## src/rtl/clic_irq_sched_if.sv

```systemverilog
// clic_irq_sched_if
//   Bundles the source-array inputs, the decode request/ack handshake and the
//   gateway pending-clear of the CLIC interrupt scheduler.
//   master : scheduler side (drives irq_o, irq_level_o, clr_o)
//   slave  : environment side (CLIC source array, CSRs and decode)
// Signals
//   pending_i, enable_i, edge_i   per-source pending / enable / edge-triggered flags
//   level_i                       per-source level, source i at [i*LevelWidth +: LevelWidth]
//   mintthresh_i, mil_i, mie_i    threshold CSR, running handler level, global enable
//   irq_o, irq_level_o            one-hot request and its level towards decode
//   irq_ack_i                     decode took the request (single-cycle pulse)
//   clr_o                         one-hot pending-clear pulse towards the gateway
interface clic_irq_sched_if #(
  parameter int NumSrc     = 64,
  parameter int LevelWidth = 8
);
  logic [NumSrc-1:0]            pending_i;
  logic [NumSrc-1:0]            enable_i;
  logic [NumSrc-1:0]            edge_i;
  logic [NumSrc*LevelWidth-1:0] level_i;
  logic [LevelWidth-1:0]        mintthresh_i;
  logic [LevelWidth-1:0]        mil_i;
  logic                         mie_i;
  logic [NumSrc-1:0]            irq_o;
  logic [LevelWidth-1:0]        irq_level_o;
  logic                         irq_ack_i;
  logic [NumSrc-1:0]            clr_o;

  modport master (
    input  pending_i, enable_i, edge_i, level_i, mintthresh_i, mil_i, mie_i, irq_ack_i,
    output irq_o, irq_level_o, clr_o
  );

  modport slave (
    output pending_i, enable_i, edge_i, level_i, mintthresh_i, mil_i, mie_i, irq_ack_i,
    input  irq_o, irq_level_o, clr_o
  );
endinterface

```

## src/rtl/clic_irq_sched.sv

```systemverilog
// clic_irq_sched
//   Interrupt scheduler between the CLIC source array and the decode stage.
//   Arbitrates the highest-level eligible source above max(mintthresh, mil),
//   holds it as a one-hot request until decode acks, then pulses a pending
//   clear for edge-triggered sources. A held request is withdrawn when it is
//   no longer eligible or when a strictly higher level source appears.
// Ports
//   clk_i   clock
//   rst_ni  asynchronous reset, active low
//   bus     clic_irq_sched_if.master (source inputs, request/ack, clear)
//
// state | meaning
// ------+-----------------------------------------------------------------
// IDLE  | no request driven; latch the arbitration winner when one exists
// REQ   | request for the latched winner held stable until ack/withdraw
// CLEAR | one cycle after ack; clear pulse for edge sources, then IDLE
module clic_irq_sched #(
  parameter int NumSrc     = 64,
  parameter int LevelWidth = 8
) (
  input  logic             clk_i,
  input  logic             rst_ni,
  clic_irq_sched_if.master bus
);
  localparam int IdWidth = $clog2(NumSrc);

  typedef enum logic [1:0] {
    IDLE  = 2'd0,
    REQ   = 2'd1,
    CLEAR = 2'd2
  } state_e;

  state_e                  state_q, state_d;
  logic [IdWidth-1:0]      win_id_q;
  logic [LevelWidth-1:0]   win_lvl_q;
  logic                    load_win;

  logic [LevelWidth-1:0]   eff_thr;
  logic [LevelWidth-1:0]   src_lvl [NumSrc];
  logic [NumSrc-1:0]       eligible;
  logic                    cand_valid;
  logic [IdWidth-1:0]      cand_id;
  logic [LevelWidth-1:0]   cand_lvl;
  logic [NumSrc-1:0]       win_onehot;

  assign eff_thr = (bus.mintthresh_i > bus.mil_i) ? bus.mintthresh_i : bus.mil_i;

  always_comb begin
    for (int i = 0; i < NumSrc; i++) begin
      src_lvl[i]  = bus.level_i[i*LevelWidth +: LevelWidth];
      eligible[i] = bus.pending_i[i] & bus.enable_i[i] & bus.mie_i &
                    (src_lvl[i] > eff_thr);
    end
  end

  // Ascending scan with a strict compare keeps the lowest index on level ties.
  always_comb begin
    cand_valid = 1'b0;
    cand_id    = '0;
    cand_lvl   = '0;
    for (int i = 0; i < NumSrc; i++) begin
      if (eligible[i] && (!cand_valid || (src_lvl[i] > cand_lvl))) begin
        cand_valid = 1'b1;
        cand_id    = IdWidth'(i);
        cand_lvl   = src_lvl[i];
      end
    end
  end

  assign win_onehot = {{(NumSrc-1){1'b0}}, 1'b1} << win_id_q;

  always_ff @(posedge clk_i or negedge rst_ni) begin
    if (!rst_ni) begin
      state_q <= IDLE;
    end else begin
      state_q <= state_d;
    end
  end

  always_ff @(posedge clk_i or negedge rst_ni) begin
    if (!rst_ni) begin
      win_id_q  <= '0;
      win_lvl_q <= '0;
    end else if (load_win) begin
      win_id_q  <= cand_id;
      win_lvl_q <= cand_lvl;
    end
  end

  // Outputs decode only from registered state, so the asynchronous reset
  // clears them without waiting for a clock.
  always_comb begin
    state_d         = state_q;
    load_win        = 1'b0;
    bus.irq_o       = '0;
    bus.irq_level_o = '0;
    bus.clr_o       = '0;
    unique case (state_q)
      IDLE: begin
        if (cand_valid) begin
          load_win = 1'b1;
          state_d  = REQ;
        end
      end
      REQ: begin
        bus.irq_o       = win_onehot;
        bus.irq_level_o = win_lvl_q;
        if (bus.irq_ack_i) begin
          state_d = CLEAR;
        end else if (!eligible[win_id_q]) begin
          state_d = IDLE;
        end else if (cand_valid && (cand_lvl > win_lvl_q)) begin
          // Outranked: drop for a cycle and let IDLE pick the new winner.
          state_d = IDLE;
        end
      end
      CLEAR: begin
        if (bus.edge_i[win_id_q]) begin
          bus.clr_o = win_onehot;
        end
        state_d = IDLE;
      end
      default: begin
        state_d = IDLE;
      end
    endcase
  end
endmodule
```

## src/flat_wrapper.sv

```systemverilog
// flat-port wrapper written by rule: the top's interface ports become plain ports
module clic_irq_sched_flat 
#(
  parameter int NumSrc     = 64,
  parameter int LevelWidth = 8
)
  (clk_i, rst_ni, bus_pending_i, bus_enable_i, bus_edge_i, bus_level_i, bus_mintthresh_i, bus_mil_i, bus_mie_i, bus_irq_ack_i, bus_irq_o, bus_irq_level_o, bus_clr_o);
  clic_irq_sched_if #(.NumSrc(NumSrc), .LevelWidth(LevelWidth)) bus_i ();
  input  logic clk_i;
  input  logic rst_ni;
  input wire logic [$bits(bus_i.pending_i)-1:0] bus_pending_i;
  input wire logic [$bits(bus_i.enable_i)-1:0] bus_enable_i;
  input wire logic [$bits(bus_i.edge_i)-1:0] bus_edge_i;
  input wire logic [$bits(bus_i.level_i)-1:0] bus_level_i;
  input wire logic [$bits(bus_i.mintthresh_i)-1:0] bus_mintthresh_i;
  input wire logic [$bits(bus_i.mil_i)-1:0] bus_mil_i;
  input wire logic [$bits(bus_i.mie_i)-1:0] bus_mie_i;
  input wire logic [$bits(bus_i.irq_ack_i)-1:0] bus_irq_ack_i;
  output wire logic [$bits(bus_i.irq_o)-1:0] bus_irq_o;
  output wire logic [$bits(bus_i.irq_level_o)-1:0] bus_irq_level_o;
  output wire logic [$bits(bus_i.clr_o)-1:0] bus_clr_o;
  assign bus_i.pending_i = bus_pending_i;
  assign bus_i.enable_i = bus_enable_i;
  assign bus_i.edge_i = bus_edge_i;
  assign bus_i.level_i = bus_level_i;
  assign bus_i.mintthresh_i = bus_mintthresh_i;
  assign bus_i.mil_i = bus_mil_i;
  assign bus_i.mie_i = bus_mie_i;
  assign bus_i.irq_ack_i = bus_irq_ack_i;
  assign bus_irq_o = bus_i.irq_o;
  assign bus_irq_level_o = bus_i.irq_level_o;
  assign bus_clr_o = bus_i.clr_o;
  clic_irq_sched #(.NumSrc(NumSrc), .LevelWidth(LevelWidth)) u_core (.clk_i(clk_i), .rst_ni(rst_ni), .bus(bus_i));
endmodule
```

## config.mk

```make
export PLATFORM = sky130hd
export DESIGN_NAME = clic_irq_sched_flat
export DESIGN_NICKNAME = d
export VERILOG_FILES = /design/src/rtl/clic_irq_sched_if.sv /design/src/rtl/clic_irq_sched.sv /design/src/flat_wrapper.sv
export SDC_FILE = /design/constraint.sdc
export NUM_CORES = 2
export LEC_CHECK = 0
export BUFFER_PORTS_ARGS = -buffer_cell sky130_fd_sc_hd__buf_2
export CAP_MARGIN = 20
export CORE_AREA = 5 5 332 334
export DETAILED_ROUTE_END_ITERATION = 7
export DIE_AREA = 0 0 337 339
export PLACE_DENSITY_LB_ADDON = 0.15
export SYNTH_ARGS = -nofsm -noshare
export SYNTH_HDL_FRONTEND = slang
export SYNTH_SLANG_ARGS = --single-unit
```

## constraint.sdc

```tcl
create_clock -name clk_i -period 4.3 [get_ports clk_i]
set_input_delay 0.645 -clock clk_i [delete_from_list [all_inputs] [get_ports clk_i]]
set_output_delay 0.645 -clock clk_i [all_outputs]
set_load 0.01 [all_outputs]
```

==> impl_metrics.ini <==
[synth]
async_reset_ff_frac = 1.00
synthSimpleGateAreaFrac = 0.230
synthMuxAreaShare = 0.117
synth_area_per_cell_um2 = 7.10
synthTopCellsByArea = ha_1 (28%), mux2_2 (6.5%), a21oi_1 (5.5%)
synth_top_family_by_area = adder cells
synthAdderAreaFrac = 0.289
netlist_area_um2 = 38400
yosys.area.top_type_share = 0.277
syn-instance-count = 5399
synth_xor_area_frac = 0.0308
ys_warn_count = 0
synth_area_leader_cell = ha_1
ys_ff_latch = 16
synth.distinct_cells = 120
postSynthNetCount = 6971
synth_ff_type = dfrtp_1
synth_compound_area_frac = 0.255
synth_edf_count = 0
ys_seq_area_frac = 0.0104

[floorplanning]
row_count = 120
core_region_area_um2 = 107000
start_util = 0.360
die_width_um = 337
die_area_um2 = 114000
die_h_um = 339
ios = 860

[clock_tree]
cts_tree = built
path_clk_slew_ns = 0.05
worstSkewPairLatency_ns = 0.25
clockBufferDepth = 2
cts_buffers = 3
cts_root_buf = clkbuf_16
clock-sinks = 16
h-tree-depth = 1

[timing]
finClkSkew_ns = 0.00191
fin_crit_sh = 26.4
tightest_slew_ns = 1.00
rsz0062_at_grt = yes
max_freq_ghz = 0.00880
setup_viol = 15
worst_slack_ns = -109.28
relSlewSlack = 0.331
min_period_ns = 113.58
hold_viol = 0
slew_viol_final = 0

[power_and_ir_drop]
p_clk_frac = 0.006
p_leak_nw = 32.2
p_per_area_nw_per_um2 = 562
combPwrFrac = 0.979
p_sw_frac = 0.477
seqPwrFrac = 0.015
internal_power_mw = 18.9
p_switching_mw = 17.2
total_power_mw = 36.1
max-vdd-ir-drop_v = 0.000335

[layout]
fillers = 9830
nNetsFinal = 9639
area_delta_synth_final_pct = 67.3
multi_input_area_um2 = 40300
drive_above_1_share = 0.481
seqCellArea_um2 = 410

[detailed_routing]
wl_um = 208000
wl_per_cell_um = 21.8
dr.pass1.iters = 5
drc_errors = 0
viasPerCell = 5.50
drt_iter0_markers = 3052
ant_nets = 0
dr_total_vias = 52600

[setup_path]
critPathMostFrequentCell = a21o_1
r2r_slack_ns = 0.81
r2r-start = u_core.win_id_q[0]
crit_fanout = 8
reg2reg_depth = 15
worst_ep_required_time_ns = 4.47
cpPeakStageDelay_ns = 0.47
worstPathArrival_ns = 113.75
rr_endpoint = u_core.state_q[0]
critPathKind = in2reg
start_kind = input port
crit_slowest_cell = or4_4
critPathCaptureType = flip-flop

[global_routing]
grt_pass1_wl_um = 298000
grt_overflow = 0
grt_max_degree = 48
grt_usage = 0.333
first_global_vias = 51100
antenna_found_initial = 114

[run_status]
violations = setup timing
status = finished, violations left

[placement]
pre_cts_slack_ns = -110.76
dp_hpwl_um = 172000
io_buffers = 859
place_congestion = 0.979

[job]
maxCapViolCount = 0

[min_path]
hp-class = in2async
area by class of cell:
type | instances | area share
timing repair buffer | 2816 | 0.302
clock buffer | 4 | 0.00138
antenna | 88 | 0.00343
multi-input combinational | 4698 | 0.628
sequential | 16 | 0.00639
inverter | 532 | 0.0315
tap | 1403 | 0.0274
cells in the mapped netlist, types with 14 or more instances:
cell type	n
nand4_1	104
a211oi_1	38
mux4_2	28
maj3_1	49
nor2_1	405
a31oi_1	65
mux2_4	15
clkbuf_1	117
mux2_2	220
and3_1	52
and2_1	48
nand3b_1	14
or3_1	16
nand3_1	207
mux2i_1	107
o21bai_1	21
nor4_1	61
buf_1	29
dfrtp_1	16
or2_2	27
ha_1	848
a21oi_1	421
o211ai_1	40
a21o_1	197
o21ai_1	35
inv_1	527
nor2b_1	132
a21boi_0	19
nand2b_1	114
xnor2_1	125
and4_1	23
nor3_1	89
o21ai_0	354
o21a_1	52
o31ai_1	22
nand2_1	434
a211o_1	15
o22ai_1	15
placed cells by master (no fill, tap or decap), types with 195 or more instances in the layout:
master   netlist  routed
nand2_1      434     397
nor2_1       405     372
a21oi_1      421     297
ha_1         848     712
inv_1        527     464
buf_2          8     855
nand3_1      207     200
o21ai_0      354     237
buf_4          3    1900
a21o_1       197     195
metrics by stage:
step                      setup TNS [ns]  hold WS [ns]   util  area (µm²)  std cells
final                           -1622.58         0.326  0.602       64200       9557
after global routing            -1714.03         0.348  0.602       64100       9542
after CTS                       -1600.72         0.334  0.565       60200       9318
after detailed placement        -1645.56         0.547  0.554       59000       9239
after global placement          -1606.05         0.554  0.554       59000       9239
after floorplan                 -1566.60         0.349      -       40600       5399
worst max path at each step:
| stage | from | end | cells after the start |
|---|---|---|---|
| after global placement | bus_mil_i[1] | u_core.state_q[0] | 684 |
| after global routing | bus_mil_i[6] | u_core.state_q[0] | 700 |
| final | bus_mil_i[2] | u_core.state_q[0] | 692 |
| after detailed placement | bus_mil_i[1] | u_core.state_q[0] | 694 |
| after CTS | bus_mil_i[1] | u_core.state_q[0] | 691 |
| after floorplan | bus_mintthresh_i[1] | u_core.state_q[0] | 711 |
critical path: cells and delay by family:
kind / cells / cell delay [ns]
AOI/OAI and AO/OA: 345 / 55.06
adders and majority gates: 72 / 17.56
buffers and inverters: 79 / 8.55
muxes: 47 / 14.23
and+or+nand+nor: 149 / 17.50
routing by layer:
| layer | global-route usage | share of wire | vias to the layer above |
|---|---|---|---|
| li1 | - | - | 25300 |
| met1 | 0.383 | 0.39 | 24700 |
| met2 | 0.569 | 0.47 | 1896 |
| met3 | 0.0645 | 0.068 | 605 |
| met4 | 0.199 | 0.066 | 22 |
| met5 | 0 | 0.00075 | - |
logic make-up after synthesis:
kind of cell             Yosys count
AO/OA/AOI/OAI                   1513
XOR/XNOR                         135
adder cells (fa/ha/maj)          897
buffers and inverters            690
flip-flops                        16
multiplexers                     375
AND/OR/NAND/NOR                 1773
state kept, by name (all words and copies together), names as in the netlist:
name	flops
u_core.win_id_q	6
u_core.win_lvl_q	8
u_core.state_q	2
power groups by stage:
stage	logic, mW	clock network [mW]	registers, mW
after floorplan	17.2	0	0.271
after global placement	29.7	0	0.576
after detailed placement	30.0	0	0.579
after CTS	31.3	0.210	0.576
after global routing	38.3	0.218	0.573
final	35.3	0.204	0.558
timing repair:
| item | in CTS | in global routing |
|---|---|---|
| hold buffers | 0 | 0 |
| resized for setup | 126 | 524 |
| buffers inserted | 71 | 149 |
| gates cloned | 4 | 4 |
| setup endpoints to repair | 15 | 19 |
| pin swaps | 71 | 432 |
Power figures use the tool's default switching activity.
